[config.mk]
export PLATFORM = sky130hd
export DESIGN_NAME = vm1_qbus_master
export DESIGN_NICKNAME = d
export VERILOG_FILES = /design/src/rtl/vm1_qbus_master.sv
export SDC_FILE = /design/constraint.sdc
export NUM_CORES = 1
export LEC_CHECK = 0
export BUFFER_PORTS_ARGS = -buffer_cell sky130_fd_sc_hd__buf_2
export CAP_MARGIN = 20
export CORE_ASPECT_RATIO = 0.8
export CORE_MARGIN = 5
export CORE_UTILIZATION = 45
export DETAILED_ROUTE_END_ITERATION = 8
export GPL_TIMING_DRIVEN = 1
export PLACE_DENSITY_LB_ADDON = 0.2
export SYNTH_ARGS = -nofsm -noshare
export SYNTH_HDL_FRONTEND = slang
export SYNTH_SLANG_ARGS = --single-unit
[constraint.sdc]
create_clock -name clk -period 3.8 [get_ports clk]
set_clock_uncertainty 0.15 [all_clocks]
set_input_delay 1.14 -clock clk [delete_from_list [all_inputs] [get_ports clk]]
set_output_delay 1.14 -clock clk [all_outputs]
set_load 0.02 [all_outputs]
[src/rtl/vm1_qbus_master.sv]
// Q-bus master for the 1801VM1 core: sequences SYNC/DIN/DOUT bus cycles with
// setup, reply wait with timeout, release, reply-less SEL1/SEL2 windows and
// DMA arbitration. All state advances only on clock-enabled ticks.
module vm1_qbus_master #(
  parameter int unsigned       ADDR_W    = 16,
  parameter int unsigned       DATA_W    = 16,
  parameter int unsigned       TO_W      = 6,
  parameter int unsigned       TIMEOUT   = 63,
  parameter int unsigned       SETUP     = 1,
  parameter logic [ADDR_W-1:0] SEL1_ADDR = 16'o177716,
  parameter logic [ADDR_W-1:0] SEL2_ADDR = 16'o177714
) (
  input  logic              clk,
  input  logic              reset_n,
  input  logic              ce,
  input  logic              req_i,
  input  logic              we_i,
  input  logic              byte_i,
  input  logic [ADDR_W-1:0] addr_i,
  input  logic [DATA_W-1:0] wdata_i,
  output logic [DATA_W-1:0] rdata_o,
  output logic              done_o,
  output logic              err_o,
  output logic              busy_o,
  output logic [ADDR_W-1:0] ad_o,
  input  logic [DATA_W-1:0] ad_i,
  output logic              sync_o,
  output logic              din_o,
  output logic              dout_o,
  output logic              wtbt_o,
  input  logic              rply_i,
  output logic              bsy_o,
  output logic              sel1_o,
  output logic              sel2_o,
  input  logic              dmr_i,
  output logic              dmgo_o,
  input  logic              sack_i
);

  typedef enum logic [2:0] {StIdle, StAddr, StData, StRelease, StGrant, StDma} state_e;

  state_e              r_state, w_state_nxt;
  logic [TO_W-1:0]     r_cnt, w_cnt_nxt;
  logic [ADDR_W-1:0]   r_addr, w_addr_nxt;
  logic                r_we, w_we_nxt;
  logic                r_byte, w_byte_nxt;
  logic [DATA_W-1:0]   r_wdata, w_wdata_nxt;
  logic [DATA_W-1:0]   r_rdata, w_rdata_nxt;
  logic [ADDR_W-1:0]   r_ad, w_ad_nxt;
  logic                r_done, w_done_nxt;
  logic                r_err, w_err_nxt;
  logic                r_errp, w_errp_nxt;
  logic                r_sync, w_sync_nxt;
  logic                r_din, w_din_nxt;
  logic                r_dout, w_dout_nxt;
  logic                r_wtbt, w_wtbt_nxt;
  logic                r_sel1, w_sel1_nxt;
  logic                r_sel2, w_sel2_nxt;
  logic                r_dmgo, w_dmgo_nxt;

  logic w_hit1, w_hit2;

  // Reply-less windows compare the word address only.
  assign w_hit1 = (r_addr[ADDR_W-1:1] == SEL1_ADDR[ADDR_W-1:1]);
  assign w_hit2 = (r_addr[ADDR_W-1:1] == SEL2_ADDR[ADDR_W-1:1]);

  // State and output registers; reset clears everything immediately.
  always_ff @(posedge clk or negedge reset_n) begin
    if (!reset_n) begin
      r_state <= StIdle;
      r_cnt   <= '0;
      r_addr  <= '0;
      r_we    <= 1'b0;
      r_byte  <= 1'b0;
      r_wdata <= '0;
      r_rdata <= '0;
      r_ad    <= '0;
      r_done  <= 1'b0;
      r_err   <= 1'b0;
      r_errp  <= 1'b0;
      r_sync  <= 1'b0;
      r_din   <= 1'b0;
      r_dout  <= 1'b0;
      r_wtbt  <= 1'b0;
      r_sel1  <= 1'b0;
      r_sel2  <= 1'b0;
      r_dmgo  <= 1'b0;
    end else begin
      r_state <= w_state_nxt;
      r_cnt   <= w_cnt_nxt;
      r_addr  <= w_addr_nxt;
      r_we    <= w_we_nxt;
      r_byte  <= w_byte_nxt;
      r_wdata <= w_wdata_nxt;
      r_rdata <= w_rdata_nxt;
      r_ad    <= w_ad_nxt;
      r_done  <= w_done_nxt;
      r_err   <= w_err_nxt;
      r_errp  <= w_errp_nxt;
      r_sync  <= w_sync_nxt;
      r_din   <= w_din_nxt;
      r_dout  <= w_dout_nxt;
      r_wtbt  <= w_wtbt_nxt;
      r_sel1  <= w_sel1_nxt;
      r_sel2  <= w_sel2_nxt;
      r_dmgo  <= w_dmgo_nxt;
    end
  end

  // Next-state and registered-output logic for the bus cycle sequencer.
  always_comb begin
    w_state_nxt = r_state;
    w_cnt_nxt   = r_cnt;
    w_addr_nxt  = r_addr;
    w_we_nxt    = r_we;
    w_byte_nxt  = r_byte;
    w_wdata_nxt = r_wdata;
    w_rdata_nxt = r_rdata;
    w_ad_nxt    = r_ad;
    w_done_nxt  = r_done;
    w_err_nxt   = r_err;
    w_errp_nxt  = r_errp;
    w_sync_nxt  = r_sync;
    w_din_nxt   = r_din;
    w_dout_nxt  = r_dout;
    w_wtbt_nxt  = r_wtbt;
    w_sel1_nxt  = r_sel1;
    w_sel2_nxt  = r_sel2;
    w_dmgo_nxt  = r_dmgo;
    if (ce) begin
      w_done_nxt = 1'b0;
      w_err_nxt  = 1'b0;
      unique case (r_state)
        StIdle: begin
          if (dmr_i) begin
            w_state_nxt = StGrant;
            w_dmgo_nxt  = 1'b1;
          end else if (req_i && !r_err) begin
            // r_err guard: a request still high in the tick after an odd-address
            // error must not be taken as a new access.
            if (!byte_i && addr_i[0]) begin
              w_err_nxt = 1'b1;
            end else begin
              w_state_nxt = StAddr;
              w_addr_nxt  = addr_i;
              w_we_nxt    = we_i;
              w_byte_nxt  = byte_i;
              w_wdata_nxt = wdata_i;
              w_sync_nxt  = 1'b1;
              w_ad_nxt    = addr_i;
              w_wtbt_nxt  = we_i;
              w_cnt_nxt   = TO_W'(SETUP - 1);
            end
          end
        end
        StAddr: begin
          if (r_cnt == '0) begin
            w_state_nxt = StData;
            w_din_nxt   = ~r_we;
            w_dout_nxt  = r_we;
            w_wtbt_nxt  = r_byte;
            w_ad_nxt    = r_we ? ADDR_W'(r_wdata) : '0;
            w_cnt_nxt   = TO_W'(TIMEOUT);
          end else begin
            w_cnt_nxt = r_cnt - 1'b1;
          end
        end
        StData: begin
          if (r_sel1 || r_sel2 || (!w_hit1 && !w_hit2 && rply_i)) begin
            w_done_nxt = 1'b1;
            if (!r_we) w_rdata_nxt = ad_i;
            w_state_nxt = StRelease;
          end else if (w_hit1) begin
            w_sel1_nxt = 1'b1;
          end else if (w_hit2) begin
            w_sel2_nxt = 1'b1;
          end else if (r_cnt == '0) begin
            w_err_nxt   = 1'b1;
            w_errp_nxt  = 1'b1;
            w_state_nxt = StRelease;
          end else begin
            w_cnt_nxt = r_cnt - 1'b1;
          end
          // Any exit from the data phase drops the strobes but keeps SYNC.
          if (w_state_nxt == StRelease) begin
            w_din_nxt  = 1'b0;
            w_dout_nxt = 1'b0;
            w_sel1_nxt = 1'b0;
            w_sel2_nxt = 1'b0;
            w_wtbt_nxt = 1'b0;
            w_ad_nxt   = '0;
          end
        end
        StRelease: begin
          // After a timeout there is no RPLY to wait out.
          if (r_errp || !rply_i) begin
            w_sync_nxt  = 1'b0;
            w_errp_nxt  = 1'b0;
            w_state_nxt = StIdle;
          end
        end
        StGrant: begin
          if (sack_i) begin
            w_state_nxt = StDma;
            w_dmgo_nxt  = 1'b0;
          end else if (!dmr_i) begin
            w_state_nxt = StIdle;
            w_dmgo_nxt  = 1'b0;
          end
        end
        StDma: begin
          if (!sack_i) w_state_nxt = StIdle;
        end
        default: w_state_nxt = StIdle;
      endcase
    end
  end

  assign rdata_o = r_rdata;
  assign done_o  = r_done;
  assign err_o   = r_err;
  assign busy_o  = (r_state != StIdle);
  assign ad_o    = r_ad;
  assign sync_o  = r_sync;
  assign din_o   = r_din;
  assign dout_o  = r_dout;
  assign wtbt_o  = r_wtbt;
  assign bsy_o   = r_sync;
  assign sel1_o  = r_sel1;
  assign sel2_o  = r_sel2;
  assign dmgo_o  = r_dmgo;

endmodule

## Yosys cells after proc, flatten, opt, wreduce, memory -nomap -nowiden

Cells that the tools add are included.

- Register bits after elaboration: 85
- Latch bits: 0
- Bits in writable memories: 0
- Bits in read-only memories: 0
- Word-level logic and storage cells: 153
- Memories: 0

- Add/sub/neg operators: 1
- $mul: 0
- Divide/modulo/power cells: 0
- Order comparisons: 0
- Equal/unequal tests: 26
- Shifts and indexed selects: 0
- Muxes and demuxes: 72
- Bitwise operators: 3
- Reductions and logical operators: 33

Operator list:

| operator | count |
|---|---|
| $mux 16 | 6 |
| $mux 6 | 8 |
| $pmux 16 s3 | 1 |
| $mux 3 | 14 |
| $mux 1 | 34 |
| $eq 15x15->1 const B | 2 |
| $ne 2x2->1 const B | 13 |
| $reduce_and 7->1 | 3 |
| $pmux 3 s6 | 1 |
| $pmux 6 s3 | 1 |
| $reduce_and 4->1 | 4 |
| $pmux 1 s2 | 6 |
| $reduce_bool 2->1 | 6 |
| $reduce_and 5->1 | 2 |
| $eq 3x2->1 const B | 3 |
| $ne 3x3->1 const B | 3 |
| $reduce_and 9->1 | 1 |
| $eq 3x3->1 const B | 2 |
| $logic_not 6->1 | 1 |
| $reduce_and 6->1 | 1 |
| $reduce_bool 3->1 | 2 |
| $sub 6x1->6 const B | 1 |
| $logic_not 1->1 | 5 |
| $logic_and 1x1->1 | 4 |
| other kinds (6) | 11 |

## Depth between registers and ports, before layout

Gate-level depths: netlist (run 1).

- Depth in word-level cells: 11
- Depth in mapped cells: 9
- Gate-level depth less buffers: 7

## Worst setup path before layout (run 1)

OpenSTA, ideal clock, no wires.

- Path kind: input-to-reg
- Start point: input port addr_i[0]
- End point: register r_ad[10] (netlist: ad_o[10])
- Setup time: 0.125 ns
- Data arrival time: 2.666 ns
- Data required time: 3.525 ns
- Setup slack: 0.859 ns
- Stages on the path: 7
- Cells stage by stage: nor2b_1 > o31ai_1 > nand4_1 > a311o_1 > buf_6 > buf_6 > mux2_4

- Longest elaborated chain between the ends: 3

RTL lines:

| item | RTL line | RTL |
|---|---|---|
| start, declared | 19 | `input logic [ADDR_W-1:0] addr_i,` |
| $logic_and 1x1->1 | 141 | `if (!byte_i && addr_i[0]) begin` |
| $ne 2x2->1 (no line) | - |  |
| $reduce_and 7->1 (no line) | - |  |
| end signal, assigned | 96 | `r_ad <= w_ad_nxt;` |
| end, declared | 49 | `logic [ADDR_W-1:0] r_ad, w_ad_nxt;` |

No other way between the ends.
A chain may end at the register's enable or synchronous reset.

## Worst setup path after layout (run 1)

- Start point: input port addr_i[0]
- End point: register r_ad[13] (netlist: ad_o[13])

The elaborated chain is that of the path after synthesis.

==> metrics.cfg, run 1 <==
[status]
status=finished, final reports clean

[global_route]
antenna_found_initial=0
grt_start_max_net_pins=85
grt_pass1_wl_mm=13.68
grt_use_total_pct=16.53
gr-total-overflow=0
first_global_vias=2779

[layout]
n_antenna_cell=0
final_cell_area_um2=4666
fill_cells=731
final_core_util_pct=55.49
mostFrequentLayoutCell=buf_2
final_cell_mix=buf_2, dfrtp_1, mux2_2
areaGrowthSynthToFinish_pct=21.51
finalNetCount=458
drive_above_1_share_pct=47.65
fin_cells=517

[timing]
period_share_pct=74.38
slew_violations=0
worst_pin_slew_ns=0.9744
fmax_mhz=353.8
setup_violations=0
fin_crit_ns=2.826
maxSlewHeadroom_pct=35.03
fin_tns_setup_ns=0
rsz0062_at_grt=no
finalHoldViolations=0

[die]
start_util_pct=45.67
dieHeight_um=92.62
core_um2=8408
fp.dieW_um=113.3
num_rows=30
io_pins=100
die-area_um2=10490

[critical_path]
crit_required_ns=3.89
end_kind=flip-flop
cp-start-kind=primary input
cp-startpoint=addr_i[0]
r2r_setup_slack_ns=1.31
worstSetupPathType=in2reg
rr_worst_depth=7
cp_max_fo=9
rr_startpoint=r_cnt[0]
cp_data_arrival_time_ns=2.92
reg2reg_to=din_o

[routing]
routed-wl-met3_um=485
met1_length_mm=3.813
ant_nets=0
wl_mm=8.367
wire_per_inst_um=16.18
vias_per_cell=5.302
met2_wirelength_mm=3.998
vias=2741
drc=0
drt-initial-drc-count=107
top_layer=met4
first_pass_iters=5

[min_path]
worst_hold_path_type=reg2reg
hp-start=r_errp
hold-path-endpoint=r_errp
hold_depth=1

[synth]
synth_fp_nets=360
yosys.area.top_type=dfrtp_1
synth_area_leaders=dfrtp_1, mux2_2, a22o_1
ys_seq_area_share_pct=54.74
netlist_instances=302
ys.flop_type=dfrtp_1
yosysWarnings=0
synth_edf_count=0
yosys_register_bits=84
syn_area_um2=3840
ys_async_sr_fraction_pct=100.0
avgSynthCellArea_um2=12.72
ys_types=45
synth_top_area_share_pct=54.74

[job]
drv_cap=0

[power]
p_per_area_nw_per_um2=816.2
power.switching_uw=1431
swShare_pct=37.59
ir_drop_v=0.0004146
p_total_uw=3808
p_leak_uw=0.002298
p_seq_share_pct=40.8
pwr-share-comb_pct=41.4
internal_power_uw=2377
power.clock.fraction_pct=17.8

[cts]
post_cts_resized=0
clock_latency_ns=0.36
clockBufferDepth=2
ctsHoldBuffers=0
cts_setup_buffers=0
cts_tree=built
cts-root-buf=clkbuf_8
numCtsBuffers=9
cts.htree.levels=3
cts.sink_count=84
path_clk_slew_ns=0.10

[place]
dp_hpwl_mm=6.108
io_buffers=99
gp_congestion=0.8589
placed_area_um2=4427
dp_cells=500

## power groups by stage
stage,clock [uW],combinational (uW),sequential (uW)
CTS,702,1600,1550
floorplan,0,977,1720
finish,679,1580,1550
detailed placement,0,1590,1570
global placement,0,1560,1560
global route,741,1720,1610
## worst max-delay path: stages
cell	delay [ns]
buf_2	0.10
nor2b_1	0.16
o31ai_1	0.24
nand4_1	0.29
a311o_1	0.45
buf_4	0.21
mux2_4	0.31
## stage by stage
step | hold WS, ns | setup slack, ns
CTS | 0.3561 | 0.9828
finish | 0.3517 | 0.9736
detailed placement | 0.3338 | 0.6057
floorplan | 0.3107 | 0.8588
global route | 0.3768 | 0.8725
global placement | 0.3259 | 0.6464
## synth_stat cells (4+ instances only)
master,n
inv_1,11
o31ai_1,5
and2_1,4
buf_2,4
nand2_1,11
mux2_4,10
a31oi_1,5
a22o_1,19
nor3_1,6
mux2_2,58
o21ai_0,11
a21oi_1,7
clkbuf_1,10
nor2b_1,5
dfrtp_1,84
nor2_1,9
## layer usage
metal | track usage (%) | up-vias
li1 | - | 1320
met1 | 21.95 | 1341
met2 | 26.48 | 73
met3 | 5.095 | 7
met4 | 4.204 | 0
met5 | 0 | -
## cell type report
type                            instances  area (um^2)  share of cell area (%)
Sequential cell                        84         2102                   45.05
Inverter                               11        41.29                  0.8850
Multi-Input combinational cell        189         1608                   34.46
Timing Repair Buffer                  105        563.0                   12.07
Clock inverter                          7        87.58                   1.877
Clock buffer                            9        123.9                   2.655
Tap cell                              112        140.1                   3.003
## cell families (layout without fill, tap and decap cells)
| group | after synthesis | count (layout) | share of synthesized area, % |
|---|---|---|---|
| flip-flops | 84 | 84 | 54.74 |
| multiplexers | 68 | 68 | 20.92 |
| AND/OR/NAND/NOR | 61 | 61 | 9.287 |
| AO/OA/AOI/OAI | 59 | 59 | 11.24 |
| buffers and inverters | 29 | 132 | 3.487 |
| adder cells (fa/ha/maj) | 1 | 1 | 0.3258 |
## sequential cells by signal (all words and copies together), names as in the netlist, 3 cells and up
signal / count
ad_o: 16
r_addr: 15
r_cnt: 6
r_state: 3
r_wdata: 16
rdata_o: 16
## worst max-delay path by stage
stage | endpoint | slack, ns | cells past startpoint
floorplan | ad_o[10] | 0.86 | 7
global placement | ad_o[7] | 0.65 | 7
detailed placement | ad_o[10] | 0.61 | 7
CTS | ad_o[13] | 0.98 | 7
global route | busy_o | 0.87 | 3
finish | ad_o[13] | 0.97 | 7
(Power assumes the default switching activity.)
==> inputs of run 2 (changes only) <==
==> constraint.sdc (replaced) <==
create_clock -name clk -period 2.7 [get_ports clk]
set_clock_uncertainty 0.15 [all_clocks]
set_input_delay 0.81 -clock clk [delete_from_list [all_inputs] [get_ports clk]]
set_output_delay 0.81 -clock clk [all_outputs]
set_load 0.02 [all_outputs]
==> metrics.cfg, run 2 (synthesis gave the netlist of run 1 again) <==
[die]
start_util_pct=45.67  ; unchanged
die-area_um2=10490  ; unchanged
io_pins=100  ; unchanged
dieHeight_um=92.62  ; unchanged
core_um2=8408  ; unchanged
num_rows=30  ; unchanged
fp.dieW_um=113.3  ; unchanged

[timing]
finalHoldViolations=0  ; unchanged
fmax_mhz=411.1
maxSlewHeadroom_pct=68.21  ; was 35.03%
rsz0062_at_grt=no  ; unchanged
period_share_pct=90.10
fin_crit_ns=2.433
fin_tns_setup_ns=0  ; unchanged
slew_violations=0  ; unchanged
setup_violations=0  ; unchanged
worst_pin_slew_ns=0.4769  ; was 0.9744 ns

[job]
drv_cap=0  ; unchanged

[routing]
drc=0  ; unchanged
ant_nets=0  ; unchanged
vias=2800  ; was 2741
wire_per_inst_um=16.54  ; was 16.18 um
drt-initial-drc-count=145  ; was 107
met1_length_mm=3.865  ; was 3.813 mm
vias_per_cell=5.364  ; was 5.302
routed-wl-met3_um=621  ; was 485 um
top_layer=met4  ; unchanged
first_pass_iters=5  ; unchanged
met2_wirelength_mm=4.097  ; was 3.998 mm
wl_mm=8.632  ; was 8.367 mm

[critical_path]
cp_data_arrival_time_ns=2.55  ; was 2.92 ns
cp_cell_sequence=inv_1 > ha_1 > or3b_4 > or3_1 > or4_1 > a31oi_1  ; was buf_2 > nor2b_1 > o31ai_1 > nand4_1 > a311o_1 > buf_4 > mux2_4
crit_required_ns=2.82  ; was 3.89 ns
rr_worst_depth=6  ; was 7
slowest_stage=or4_1  ; was a311o_1
end_kind=flip-flop  ; unchanged
cp_top_family=simple AND/OR/NAND/NOR gates  ; was compound AO/OA/AOI/OAI gates
path_buf_inv=1  ; was 2
worstSetupPathType=reg2reg  ; was in2reg
cpPeakStageDelay_ns=0.56  ; was 0.45 ns
path_depth=6  ; was 7
cp-start-kind=flip-flop  ; was primary input
cp_max_fo=6  ; was 9

[layout]
finalNetCount=463  ; was 458
n_antenna_cell=0  ; unchanged
final_core_util_pct=56.21  ; was 55.49%
mostFrequentLayoutCell=buf_2  ; unchanged
drive_above_1_share_pct=48.54  ; was 47.65%
final_cell_area_um2=4726  ; was 4666 um^2
final_cell_mix=buf_2, dfrtp_1, mux2_2  ; unchanged
areaGrowthSynthToFinish_pct=23.07  ; was 21.51%
fin_cells=522  ; was 517

[power]
ir_drop_v=0.0004502  ; was 0.0004146 V
power.switching_uw=1988  ; was 1431 uW
p_per_area_nw_per_um2=1152  ; was 816.2 nW/um^2
p_seq_share_pct=40.1  ; was 40.8%
power.clock.fraction_pct=18.2  ; was 17.8%
swShare_pct=36.53  ; was 37.59%
internal_power_uw=3455  ; was 2377 uW
pwr-share-comb_pct=41.7  ; was 41.4%
p_leak_uw=0.002326  ; was 0.002298 uW

[global_route]
grt_pass1_wl_mm=14.54  ; was 13.68 mm
first_global_vias=2814  ; was 2779
antenna_found_initial=0  ; unchanged
gr-total-overflow=0  ; unchanged
grt_use_total_pct=17.69  ; was 16.53%
grt_start_max_net_pins=38  ; was 85

[status]
status=finished, final reports clean  ; unchanged

[cts]
numCtsBuffers=9  ; unchanged
clock_latency_ns=0.35  ; was 0.36 ns
clockBufferDepth=2  ; unchanged
cts-root-buf=clkbuf_8  ; unchanged
cts_tree=built  ; unchanged
cts.htree.levels=3  ; unchanged
ctsHoldBuffers=0  ; unchanged
cts.sink_count=84  ; unchanged
path_clk_slew_ns=0.09  ; was 0.10 ns

[place]
placed_area_um2=4497  ; was 4427 um^2
io_buffers=99  ; unchanged
gp_congestion=0.8609  ; was 0.8589
dp_cells=506  ; was 500
dp_hpwl_mm=6.483  ; was 6.108 mm

[min_path]
worst_hold_path_type=in2async  ; was reg2reg

-- run 2: path summary, 6_finish.rpt --
| path | start | slack, ns | to |
|---|---|---|---|
| setup / recovery | r_cnt[0] | 0.27 | err_o |
| hold reg to reg | r_addr[6] | 0.35 | r_addr[6] |
| max in group asynchronous | reset_n | 1.56 | rdata_o[12] |
| min in group clk | r_addr[6] | 0.35 | r_addr[6] |
| setup reg to reg | r_cnt[0] | 0.27 | err_o |
| hold / removal | reset_n | 0.26 | r_wdata[10] |
-- run 2: repair_timing --
action,in CTS,in global routing
resized for setup,0,1
setup buffers,0,0
endpoints found under the setup margin,0,1
-- run 2: cell type report --
cell class | instances | area, um^2
Timing Repair Buffer | 110 | 605.6
Clock buffer | 9 | 123.9
Multi-Input combinational cell | 189 | 1614
Sequential cell | 84 | 2102
Clock inverter | 7 | 98.84
Tap cell | 112 | 140.1
Inverter | 11 | 41.29
Fill cell | 760 | 3682
-- run 2: routing by layer --
| layer | track usage (%) | up-vias |
|---|---|---|
| li1 | - | 1321 |
| met1 | 22.91 | 1385 |
| met2 | 28.16 | 90 |
| met3 | 6.858 | 4 |
| met4 | 4.104 | 0 |
| met5 | 0 | - |
-- run 2: power groups by stage --
stage	Sequential [uW]	Combinational, uW	Clock (uW)
after CTS	2190	2290	1020
after global placement	2190	2240	0
final	2180	2270	989
after detailed placement	2210	2290	0
after global routing	2270	2480	1090
after floorplan	2430	1370	0
-- run 2: through the flow --
| step | power [uW] | hold WS [ns] | setup WS, ns |
|---|---|---|---|
| floorplan | 3800 | 0.3107 | 0.08877 |
| global placement | 4426 | 0.3239 | 0.09635 |
| detailed placement | 4499 | 0.3294 | 0.05467 |
| CTS | 5504 | 0.2704 | 0.2091 |
| global route | 5837 | 0.2759 | 0.1032 |
| finish | 5443 | 0.2615 | 0.2674 |
==> inputs of run 3 (changes only) <==
--- a/config.mk
+++ b/config.mk
@@ -12,7 +12,7 @@
 export CORE_UTILIZATION = 45
 export DETAILED_ROUTE_END_ITERATION = 8
 export GPL_TIMING_DRIVEN = 1
-export PLACE_DENSITY_LB_ADDON = 0.2
+export PLACE_DENSITY = 0.7
 export SYNTH_ARGS = -nofsm -noshare
 export SYNTH_HDL_FRONTEND = slang
 export SYNTH_SLANG_ARGS = --single-unit
==> metrics.cfg, run 3 (synthesis gave the netlist of run 1 again) <==
[cts]
cts_setup_buffers=0  ; unchanged
ctsHoldBuffers=0  ; unchanged
cts-root-buf=clkbuf_8  ; unchanged
cts_tree=built  ; unchanged
numCtsBuffers=9  ; unchanged
post_cts_resized=0  ; unchanged
cts.sink_count=84  ; unchanged
clock_latency_ns=0.35  ; about the same
path_clk_slew_ns=0.09  ; about the same
clockBufferDepth=2  ; unchanged
cts.htree.levels=3  ; unchanged

[timing]
rsz0062_at_grt=no  ; unchanged
slew_violations=0  ; unchanged
period_share_pct=92.43  ; was 90.10%
fin_tns_setup_ns=0  ; unchanged
fin_crit_ns=2.496  ; was 2.433 ns
hold_slack_ns=0.2087  ; was 0.2615 ns
maxSlewHeadroom_pct=71.01  ; was 68.21%
worst_pin_slew_ns=0.4308  ; was 0.4769 ns
fmax_mhz=400.7  ; was 411.1 MHz
timing.final.ws_setup_ns=0.2045  ; was 0.2674 ns
setup_violations=0  ; unchanged
finalHoldViolations=0  ; unchanged

[critical_path]
cp-start-kind=flip-flop  ; unchanged
rr_worst_depth=7  ; was 6
cp_data_arrival_time_ns=2.57  ; was 2.55 ns
cp_max_fo=6  ; unchanged
crit_required_ns=2.78  ; was 2.82 ns
r2r_setup_slack_ns=0.20  ; was 0.27 ns
end_kind=flip-flop  ; unchanged
worstSetupPathType=reg2reg  ; unchanged

[routing]
wire_per_inst_um=16.54  ; about the same
vias_per_cell=5.392  ; was 5.364
wl_mm=8.603  ; was 8.632 mm
ant_nets=0  ; unchanged
first_pass_iters=4  ; was 5
vias=2804  ; was 2800
drc=0  ; unchanged
drt-initial-drc-count=108  ; was 145

[global_route]
gr-total-overflow=0  ; unchanged
grt_pass1_wl_mm=14.19  ; was 14.54 mm
antenna_found_initial=0  ; unchanged
grt_start_max_net_pins=42  ; was 38
grt_use_total_pct=16.88  ; was 17.69%
first_global_vias=2820  ; was 2814

[layout]
final_cell_mix=buf_2, dfrtp_1, mux2_2  ; unchanged
fin_cells=520  ; was 522
drive_above_1_share_pct=47.79  ; was 48.54%
n_antenna_cell=0  ; unchanged
areaGrowthSynthToFinish_pct=22.35  ; was 23.07%
mostFrequentLayoutCell=buf_2  ; unchanged
finalNetCount=462  ; was 463

[die]
num_rows=30  ; unchanged
io_pins=100  ; unchanged
core_um2=8408  ; unchanged
die-area_um2=10490  ; unchanged
start_util_pct=45.67  ; unchanged
dieHeight_um=92.62  ; unchanged
fp.dieW_um=113.3  ; unchanged

[power]
p_leak_uw=0.002323  ; was 0.002326 uW
ir_drop_v=0.0004831  ; was 0.0004502 V
p_per_area_nw_per_um2=1142  ; was 1152 nW/um^2
p_total_uw=5367  ; was 5443 uW

[place]
io_buffers=99  ; unchanged
dp_cells=505  ; was 506
gp_congestion=0.9114  ; was 0.8609
dp_hpwl_mm=6.312  ; was 6.483 mm
pre_cts_slack_ns=0.09253  ; was 0.05467 ns

[min_path]
worst_hold_path_type=in2async  ; unchanged

[status]
status=finished, final reports clean  ; unchanged

[job]
drv_cap=0  ; unchanged

-- run 3: power by group --
part | switching, uW | internal (uW)
registers | 360 | 1820
logic | 1170 | 1110
clock network | 432 | 472
-- run 3: routing by layer --
metal  up-vias  global-route usage [%]  routed length [um]
met2       100                   26.33                3871
met4         0                   3.704                  50
met5         -                       0                   0
met3         9                   5.617                 661
li1       1314                       -                   -
met1      1381                   22.98                4020
-- run 3: cell type report --
class / count / area (um^2)
Clock buffer: 11 / 151.4
Sequential cell: 84 / 2102
Clock inverter: 4 / 48.80
Fill cell: 748 / 3710
Tap cell: 112 / 140.1
Timing Repair Buffer: 109 / 610.6
Multi-Input combinational cell: 189 / 1604
Inverter: 11 / 41.29
-- run 3: critical path, stage by stage, from the launching register on --
cell and delay [ns]:
dfrtp_1 0.41, inv_1 0.07, ha_1 0.16, or3b_4 0.43, or3_1 0.42, a221oi_1 0.33, o21ai_0 0.16, a22o_1 0.25
-- run 3: final timing paths --
| check | from | to |
|---|---|---|
| worst max-delay path | r_cnt[0] | din_o |
| worst min-delay path | reset_n | r_state[2] |
| worst max register to register | r_cnt[0] | din_o |
| worst min register to register | r_errp | r_errp |
| max in group asynchronous | reset_n | sel2_o |
| min in group clk | r_errp | r_errp |
-- run 3: stage by stage --
step | util, % | cell area, um^2
final | 55.88 | 4698
after global routing | 55.88 | 4698
after CTS | 55.88 | 4698
after detailed placement | 53.50 | 4498
after global placement | 53.50 | 4498
after floorplan | - | 3840
